==> src/rtl/bank_conflict_scheduler.sv <==
// bank_conflict_scheduler: per-bank round-robin arbitration of four
// word-interleaved requesters onto four single-ported banks, with a
// fixed-latency return pipeline per port and a saturating conflict counter.
module bank_conflict_scheduler #(
  parameter int ADDRW = 16,
  parameter int WL    = 32,
  parameter int LAT   = 2,
  parameter int CNTW  = 16
) (
  input  logic             clk,
  input  logic             rst,
  input  logic             ena,
  input  logic [3:0]       req_valid,
  input  logic [ADDRW-1:0] req_addr0,
  input  logic [ADDRW-1:0] req_addr1,
  input  logic [ADDRW-1:0] req_addr2,
  input  logic [ADDRW-1:0] req_addr3,
  output logic [3:0]       req_ready,
  output logic [3:0]       bank_en,
  output logic [ADDRW-3:0] bank_addr0,
  output logic [ADDRW-3:0] bank_addr1,
  output logic [ADDRW-3:0] bank_addr2,
  output logic [ADDRW-3:0] bank_addr3,
  input  logic [WL-1:0]    q0,
  input  logic [WL-1:0]    q1,
  input  logic [WL-1:0]    q2,
  input  logic [WL-1:0]    q3,
  output logic [3:0]       rsp_valid,
  output logic [WL-1:0]    rsp_data0,
  output logic [WL-1:0]    rsp_data1,
  output logic [WL-1:0]    rsp_data2,
  output logic [WL-1:0]    rsp_data3,
  output logic [CNTW-1:0]  conflict_cnt
);

  localparam int RW = ADDRW - 2;

  logic [ADDRW-1:0] addr_s [4];
  logic [WL-1:0]    q_s    [4];
  logic [1:0]       ptr_q  [4];
  logic [1:0]       ptr_d  [4];
  logic [3:0]       win_vld_s;
  logic [1:0]       win_s  [4];
  logic [1:0]       idx_s;
  logic             qual_s;
  logic [RW-1:0]    baddr_s [4];
  logic [WL-1:0]    rdata_s [4];
  logic [3:0]       vld_q  [LAT];
  logic [1:0]       bank_q [LAT][4];
  logic [CNTW-1:0]  cnt_q;
  logic [CNTW-1:0]  cnt_d;

  // Grants only exist while the block is enabled and out of reset.
  assign qual_s = ena & ~rst;

  // Gather the per-port/per-bank buses into arrays for indexed access.
  always_comb begin
    addr_s[0] = req_addr0;
    addr_s[1] = req_addr1;
    addr_s[2] = req_addr2;
    addr_s[3] = req_addr3;
    q_s[0]    = q0;
    q_s[1]    = q1;
    q_s[2]    = q2;
    q_s[3]    = q3;
  end

  // Per-bank winner search: first candidate at or after the bank pointer.
  always_comb begin
    win_vld_s = 4'b0000;
    idx_s     = 2'd0;
    for (int b = 0; b < 4; b++) begin
      win_s[b] = 2'd0;
      for (int k = 0; k < 4; k++) begin
        idx_s = ptr_q[b] + 2'(k);
        if (!win_vld_s[b] && req_valid[idx_s] && (addr_s[idx_s][1:0] == 2'(b))) begin
          win_vld_s[b] = 1'b1;
          win_s[b]     = idx_s;
        end else begin
          win_vld_s[b] = win_vld_s[b];
        end
      end
    end
  end

  // Qualified grants, bank enables/addresses and next pointer values.
  always_comb begin
    req_ready = 4'b0000;
    bank_en   = 4'b0000;
    for (int b = 0; b < 4; b++) begin
      baddr_s[b] = '0;
      ptr_d[b]   = ptr_q[b];
      if (qual_s && win_vld_s[b]) begin
        bank_en[b]          = 1'b1;
        req_ready[win_s[b]] = 1'b1;
        baddr_s[b]          = addr_s[win_s[b]][ADDRW-1:2];
        ptr_d[b]            = win_s[b] + 2'd1;
      end else begin
        ptr_d[b] = ptr_q[b];
      end
    end
  end

  assign bank_addr0 = baddr_s[0];
  assign bank_addr1 = baddr_s[1];
  assign bank_addr2 = baddr_s[2];
  assign bank_addr3 = baddr_s[3];

  // Conflict counter next state: count denied cycles, stick at all-ones.
  always_comb begin
    cnt_d = cnt_q;
    if (ena && ((req_valid & ~req_ready) != 4'b0000) && (cnt_q != {CNTW{1'b1}})) begin
      cnt_d = cnt_q + {{(CNTW-1){1'b0}}, 1'b1};
    end else begin
      cnt_d = cnt_q;
    end
  end

  // Round-robin pointers and conflict counter, advancing only when enabled.
  always_ff @(posedge clk or posedge rst) begin
    if (rst) begin
      for (int b = 0; b < 4; b++) ptr_q[b] <= 2'd0;
      cnt_q <= '0;
    end else if (ena) begin
      for (int b = 0; b < 4; b++) ptr_q[b] <= ptr_d[b];
      cnt_q <= cnt_d;
    end else begin
      cnt_q <= cnt_q;
    end
  end

  // Return pipeline: remembers which bank each grant went to for LAT cycles.
  always_ff @(posedge clk or posedge rst) begin
    if (rst) begin
      for (int s = 0; s < LAT; s++) begin
        vld_q[s] <= 4'b0000;
        for (int p = 0; p < 4; p++) bank_q[s][p] <= 2'd0;
      end
    end else if (ena) begin
      vld_q[0] <= req_ready;
      for (int p = 0; p < 4; p++) bank_q[0][p] <= addr_s[p][1:0];
      for (int s = 1; s < LAT; s++) begin
        vld_q[s] <= vld_q[s-1];
        for (int p = 0; p < 4; p++) bank_q[s][p] <= bank_q[s-1][p];
      end
    end else begin
      vld_q[0] <= vld_q[0];
    end
  end

  // Response data steering: each port reads the bank its tail entry names.
  always_comb begin
    for (int p = 0; p < 4; p++) rdata_s[p] = q_s[bank_q[LAT-1][p]];
  end

  assign rsp_valid    = {4{ena}} & vld_q[LAT-1];
  assign rsp_data0    = rdata_s[0];
  assign rsp_data1    = rdata_s[1];
  assign rsp_data2    = rdata_s[2];
  assign rsp_data3    = rdata_s[3];
  assign conflict_cnt = cnt_q;

endmodule

==> config.mk <==
export PLATFORM = sky130hd
export DESIGN_NAME = bank_conflict_scheduler
export DESIGN_NICKNAME = d
export VERILOG_FILES = /design/src/rtl/bank_conflict_scheduler.sv
export SDC_FILE = /design/constraint.sdc
export NUM_CORES = 1
export LEC_CHECK = 0
export ABC_AREA = 1
export CORE_UTILIZATION = 28
export CTS_CLUSTER_DIAMETER = 200
export DETAILED_ROUTE_END_ITERATION = 12
export PLACE_DENSITY = 0.63
export SYNTH_ARGS = -nofsm -noshare
export SYNTH_HDL_FRONTEND = slang
export SYNTH_SLANG_ARGS = --single-unit
==> constraint.sdc <==
create_clock -name clk -period 4.1 [get_ports clk]
set_input_delay 0.41 -clock clk [delete_from_list [all_inputs] [get_ports clk]]
set_output_delay 0.41 -clock clk [all_outputs]
set_load 0.005 [all_outputs]
# ---- After elaboration in Yosys (flattened, before gate mapping)
# Index checks and enable logic that the tools add are counted.
dict set report word_totals {
  mem_bits_rw 0
  n_memories 0
  input_bits 199
  mem_bits_ro 0
  reg_bits 48
  latchBits 0
  wordCells 341
  output_inout_bits 212
}
dict set report classes {
  n_lt_le_gt_ge 48
  n_mul 0
  div 0
  n_shift 0
  n_mux 156
  n_reduce_logical 60
  n_addsub 17
  n_eq_ne 13
  bitwise_logic 32
}
# op count
set ops {}
lappend ops {{$bmux W16 S2} 20}
lappend ops {{$bmux W32 S2} 4}
lappend ops {{$mux W32} 8}
lappend ops {{$mux W16} 8}
lappend ops {{$mux W2} 48}
lappend ops {{$ge A3 B3 Y1 const B} 24}
lappend ops {{$not A2 Y3} 24}
lappend ops {{$lt A2 B3 Y1 const B} 20}
lappend ops {{$mux W14} 4}
lappend ops {{$mux W1} 40}
lappend ops {{$logic_and A1 B1 Y1} 38}
lappend ops {{$bmux W1 S2} 16}
lappend ops {{$add A16 B1 Y16 const B} 1}
lappend ops {{$add A2 B1 Y2 const B} 8}
lappend ops {{$add A2 B2 Y2 const B} 8}
lappend ops {{$eq A2 B2 Y1 const B} 8}
lappend ops {{$mux W4} 4}
lappend ops {{$ne A16 B16 Y1 const B} 1}
lappend ops {{$logic_not A1 Y1} 12}
lappend ops {{$or A4 B4 Y4} 3}
lappend ops {{$reduce_and A2 Y1} 5}
lappend ops {{$and A4 B4 Y4} 2}
lappend ops {{$demux W1 S2} 4}
lappend ops {{$eq A2 B1 Y1 const B} 4}
lappend ops {{other kinds (6)} 12}

# ---- Depth between registers and ports, before layout
dict set report logic_depth {
  word_depth 36
  ltp_mapped 26
  ltp_nobuf 24
}

# ---- Worst setup path before layout
# No wires, ideal clock.
dict set report synth_path {
  path_kind {input port to flip-flop}
  startpoint {input port req_addr0[1]}
  endpoint {register cnt_q[10], in the netlist conflict_cnt[10]}
  setup_ps 117
  stages 25
  path_buffers 3
  slack_ps 1057
  t_arrival_ps 2927
  t_required_ps 3983
  path_cell_list {clkbuf_2 > inv_1 > o21ai_0 > nand2_1 > nor2_1 > nand2_1 > nand2_1 > inv_1 > nor2_1 > a21boi_0 > a31oi_1 > inv_1 > buf_2 > ha_1 > nand3_1 > nand2_1 > inv_1 > nand3_4 > nor2_2 > nor2_4 > nand2_4 > nand2_4 > buf_12 > nand2_2 > nand2_1}
}
dict set report synth_between {
  elab_chain_cells 35
  word_cells_on_any_way 173
  cone_classes {8 x order compare; 12 x eq/ne; 92 x mux; 5 x bitwise; 56 x reduce/logical}
}
# element line_no
set synth_rtl {}
lappend synth_rtl {{from (decl)} 14} ;# input logic [ADDRW-1:0] req_addr0,
lappend synth_rtl {{$bmux W16 S2} 76} ;# if (!win_vld_s[b] && req_valid[idx_s] && (addr_s[idx_s][1:0] == 2'(b))) begin
lappend synth_rtl {{$mux W2 (implied by the code) (2 in series)} 76}
lappend synth_rtl {{$logic_not A2 Y1} 76}
lappend synth_rtl {{$logic_and A1 B1 Y1} 76}
lappend synth_rtl {{$mux W1} 76}
lappend synth_rtl {{$logic_not A1 Y1} 76}
lappend synth_rtl {{$logic_and A1 B1 Y1 (2 in series)} 76}
lappend synth_rtl {{$mux W1} 76}
lappend synth_rtl {{(+17 left out)} n/a}
lappend synth_rtl {{$or A4 B4 Y4 (no line)} n/a}
lappend synth_rtl {{$mux W4 *} 93} ;# if (qual_s && win_vld_s[b]) begin
lappend synth_rtl {{net req_ready[1]} 18} ;# output logic [3:0] req_ready,
lappend synth_rtl {{$not A4 Y4 *} 112} ;# if (ena && ((req_valid & ~req_ready) != 4'b0000) && (cnt_q != {CNTW{1'b1}})) begin
lappend synth_rtl {{$and A4 B4 Y4 *} 112}
lappend synth_rtl {{$reduce_bool A4 Y1 *} 112}
lappend synth_rtl {{$logic_and A1 B1 Y1 * (2 in series)} 112}
lappend synth_rtl {{$reduce_and A2 Y1 (no line) *} n/a}
lappend synth_rtl {{to (signal assigned)} 126} ;# cnt_q <= cnt_d;
lappend synth_rtl {{to (signal assigned)} 128} ;# cnt_q <= cnt_q;
lappend synth_rtl {{to (decl)} 50} ;# logic [CNTW-1:0] cnt_q;
# Mark *: on every way through the listed nets, which the timed path passes. The rest lies on a longest branch. The select of a mux whose other input is x is not followed.
# A chain may end at the register's enable or synchronous reset.

# ---- Final worst setup path
dict set report layout_path {
  startpoint {input port req_addr0[0]}
  endpoint {output port bank_addr2[4]}
}
dict set report layout_between {
  elab_chain_cells 23
  word_cells_on_any_way 40
  cone_classes {4 x eq/ne; 24 x mux; 1 x bitwise; 11 x reduce/logical}
}
# element line_no
set layout_rtl {}
lappend layout_rtl {{$bmux W16 S2} 76}
lappend layout_rtl {{$mux W2 (implied by the code) (2 in series)} 76}
lappend layout_rtl {{$eq A2 B2 Y1} 76}
lappend layout_rtl {{$logic_and A1 B1 Y1} 76}
lappend layout_rtl {{$mux W1} 76}
lappend layout_rtl {{$logic_not A1 Y1} 76}
lappend layout_rtl {{$logic_and A1 B1 Y1 (2 in series)} 76}
lappend layout_rtl {{$mux W1} 76}
lappend layout_rtl {{(+3 left out)} n/a}
lappend layout_rtl {{$mux W1} 76}
lappend layout_rtl {{$logic_not A1 Y1} 76}
lappend layout_rtl {{$logic_and A1 B1 Y1 (2 in series)} 76}
lappend layout_rtl {{$mux W2} 76}
lappend layout_rtl {{$not A2 Y3 (implied by the code)} 96} ;# baddr_s[b] = addr_s[win_s[b]][ADDRW-1:2];
lappend layout_rtl {{$bmux W16 S2} 96}
lappend layout_rtl {{$mux W16 (implied by the code) (2 in series)} 96}
lappend layout_rtl {{$mux W14 *} 93}
lappend layout_rtl {{to (decl)} 22} ;# output logic [ADDRW-3:0] bank_addr2,
# Mark *: on every way between the ends. The rest lies on a longest branch, timed or not. The select of a mux whose other input is x is not followed.

==> results.toml <==
[route]
wl_per_cell_um = 19.8
vias = 13549
drc_errors = 0
antenna_left = 0
drt-vias-per-instance = 5.62
drtPass1Iterations = 6
wirelength_mm = 47.7
drt_iter0_drc = 1420

[clock_tree]
numCtsBuffers = 5
htreeDepth = 2
cts-root-buf = "clkbuf_16"
cts_max_path_buffers = 2
clkTransAtPathRegs_ns = 0.07
cts_tree = "yes"
cts_sinks = 48
hold_buffers = 0
clkLatencyLatePin_ns = 0.30

[setup_path]
critPathArrivalTime_ns = 3.41
path_class = "in2out"
crit_start = "req_addr0[0]"
end_kind = "primary output"
start_kind = "primary input"
crit_required_ns = 3.69
worstPathMaxFanout = 45
regToRegStartpoint = "ptr_q[2]$_DFFE_PP0P_"

[sta]
tightest_slew_ns = 0.919
min_period_over_period = 0.933
rsz0062_at_grt = "no"
relSlewSlack = 0.387
setup_tns_ns = 0
skew_ns = 0.00688
hold_viol_final = 0
fin_ws_ns = 0.275
finalSetupViolations = 0
final_max_slew_viol_count = 0
min_period_ns = 3.82
fmax_mhz = 261

[floorplan]
die-area_um2 = 32800
initial_core_util = 0.285
num_rows = 65
die_h_um = 181
core_um2 = 31600
io_pins = 411
die_x_um = 181

[power_and_ir_drop]
netSwitchingPower_w = 0.00396
switching_share = 0.533
leakagePower_nw = 5.69
sequentialPowerShare = 0.099
ir_drop_mv = 0.469
p_int_w = 0.00347
power.total_w = 0.00743
clkPwrFrac = 0.075
power_density_nw_per_um2 = 543
p_comb_frac = 0.826

[run]
drv_cap = 0

[global_route]
grt_pass1_vias = 12326
grt_max_degree = 65
grtUsageTotal = 0.276
grt_pass1_wl_mm = 72.4
overflow = 0
antenna_found_initial = 5

[status]
status = "finished, final reports clean"

[layout]
nNetsFinal = 2216
area_delta_synth_final_pct = 52.3
drive_gt1_frac = 0.0652

[yosys]
synth_common_cells = "nor2_1 (337), o21ai_0 (320), nand2_1 (270)"
synth_top_cell_by_area = "o21ai_0"
synthArstFlopShare = 1.00
synthFlopType = "dfrtp_1"
netlist_area_um2 = 8990
synth_area_leaders = "o21ai_0 (18%), nor2_1 (14%), dfrtp_1 (13%)"
ys_types = 42
seq_area_frac_synth = 0.134
synth.most_common_cell = "nor2_1"
avgSynthCellArea_um2 = 5.39
synthesis.yosys.warnings = 0
postSynthNetCount = 1875
synth_seq_cells = 48
syn-instance-count = 1667
synth_edf_count = 0
netlist.area_leader.share = 0.178

[placement]
post-dp-hpwl_mm = 35.0
portBuffers = 410
gp_congestion = 0.954
preCtsSetupSlack_ns = 0.163

[min_path]
min_from = "bank_q[12]$_DFFE_PP0P_"
min_path_type = "reg2reg"
==> per-layer routing <==
| layer | routed length [um] | track usage | vias up |
|---|---|---|---|
| li1 | - | - | 6414 |
| met1 | 18400 | 0.340 | 6184 |
| met2 | 22100 | 0.459 | 825 |
| met3 | 4880 | 0.0516 | 122 |
| met4 | 2280 | 0.135 | 4 |
| met5 | 28 | 0 | - |
==> stage by stage <==
step	cell area, um2	hold WS [ns]	utilization	cells
global placement	13400	0.464	0.425	2398
global route	13700	0.527	0.434	2412
detailed placement	13400	0.475	0.425	2398
finish	13700	0.486	0.434	2413
floorplan	8990	0.449	-	1667
CTS	13600	0.492	0.432	2406
==> worst max-delay path, cell delays in order <==
cell and delay [ns]:
clkdlybuf4s50_1 0.62, inv_2 0.10, nand4_1 0.09, o21ai_0 0.15, inv_1 0.11, nand2_1 0.05
nor2_1 0.14, o21ai_0 0.16, nand2_1 0.10, nand2_1 0.14, buf_12 0.22, o21ai_0 0.16
a21oi_1 0.06, nor3_1 0.30, clkdlybuf4s50_1 0.59
==> logic make-up after synthesis <==
family,Yosys count,share of synthesized area
buffers and inverters,242,0.109
multiplexers,1,0.00125
XOR/XNOR,16,0.0156
flip-flops,48,0.134
AND/OR/NAND/NOR,758,0.358
AO/OA/AOI/OAI,593,0.371
adder cells (fa/ha/maj),9,0.0125
==> cell usage in the layout (no fill, tap or decap), drive strengths merged <==
cell,count
xor2,8
o21a,8
o31ai,1
nand4,8
o221ai,21
nor3,20
bufinv,2
mux2,1
buf,49
nand2,296
inv,115
nand3b,2
o22ai,142
dfrtp,48
diode,2
xnor2,8
a21boi,1
ha,9
or2,4
a21oi,66
clkbuf,5
o21ai,322
clkinvlp,1
o211ai,30
nor4,3
a31oi,2
dlymetal6s2s,1
nand3,77
nor2,348
clkinv,2
clkdlybuf4s50,409
==> final timing paths <==
kind / end / slack [ns] / cells after the start
hold reg to reg: bank_q[4]$_DFFE_PP0P_ / 0.49 / 2
setup / recovery: bank_addr2[4] / 0.28 / 15
max in group asynchronous: bank_q[2]$_DFFE_PP0P_ / 2.97 / 3
hold / removal: bank_q[4]$_DFFE_PP0P_ / 0.49 / 2
setup reg to reg: conflict_cnt[5]$_DFFE_PP0P_ / 0.78 / 20
min in group asynchronous: vld_q[3]$_DFFE_PP0P_ / 0.64 / 3
==> state kept, by name, summed over array words and instances, names as in the netlist <==
name          count
bank_q           16
conflict_cnt     16
ptr_q             8
vld_q             8
==> power groups by stage <==
stage | Combinational, W | Clock, W | Sequential [W]
floorplan | 0.00347 | 0 | 0.000651
global placement | 0.00590 | 0 | 0.000734
detailed placement | 0.00592 | 0 | 0.000740
CTS | 0.00596 | 0.000567 | 0.000731
global route | 0.00671 | 0.000584 | 0.000754
finish | 0.00614 | 0.000555 | 0.000735
==> layout make-up <==
class                           count  area, um2
Multi-Input combinational cell   1377       6820
Tap cell                          402        503
Clock buffer                        5        125
Fill cell                        3330      17900
Sequential cell                    48       1210
Antenna cell                        2       5.00
Clock inverter                      3       68.8
Inverter                          117        448
Timing Repair Buffer              459       4510
==> repair_timing <==
item | 4_1_cts | 5_1_grt
gates resized for setup | 0 | 9
setup endpoints to repair | 0 | 30
buffers inserted | 0 | 5
No activity file was read; power rests on OpenSTA's default activity.
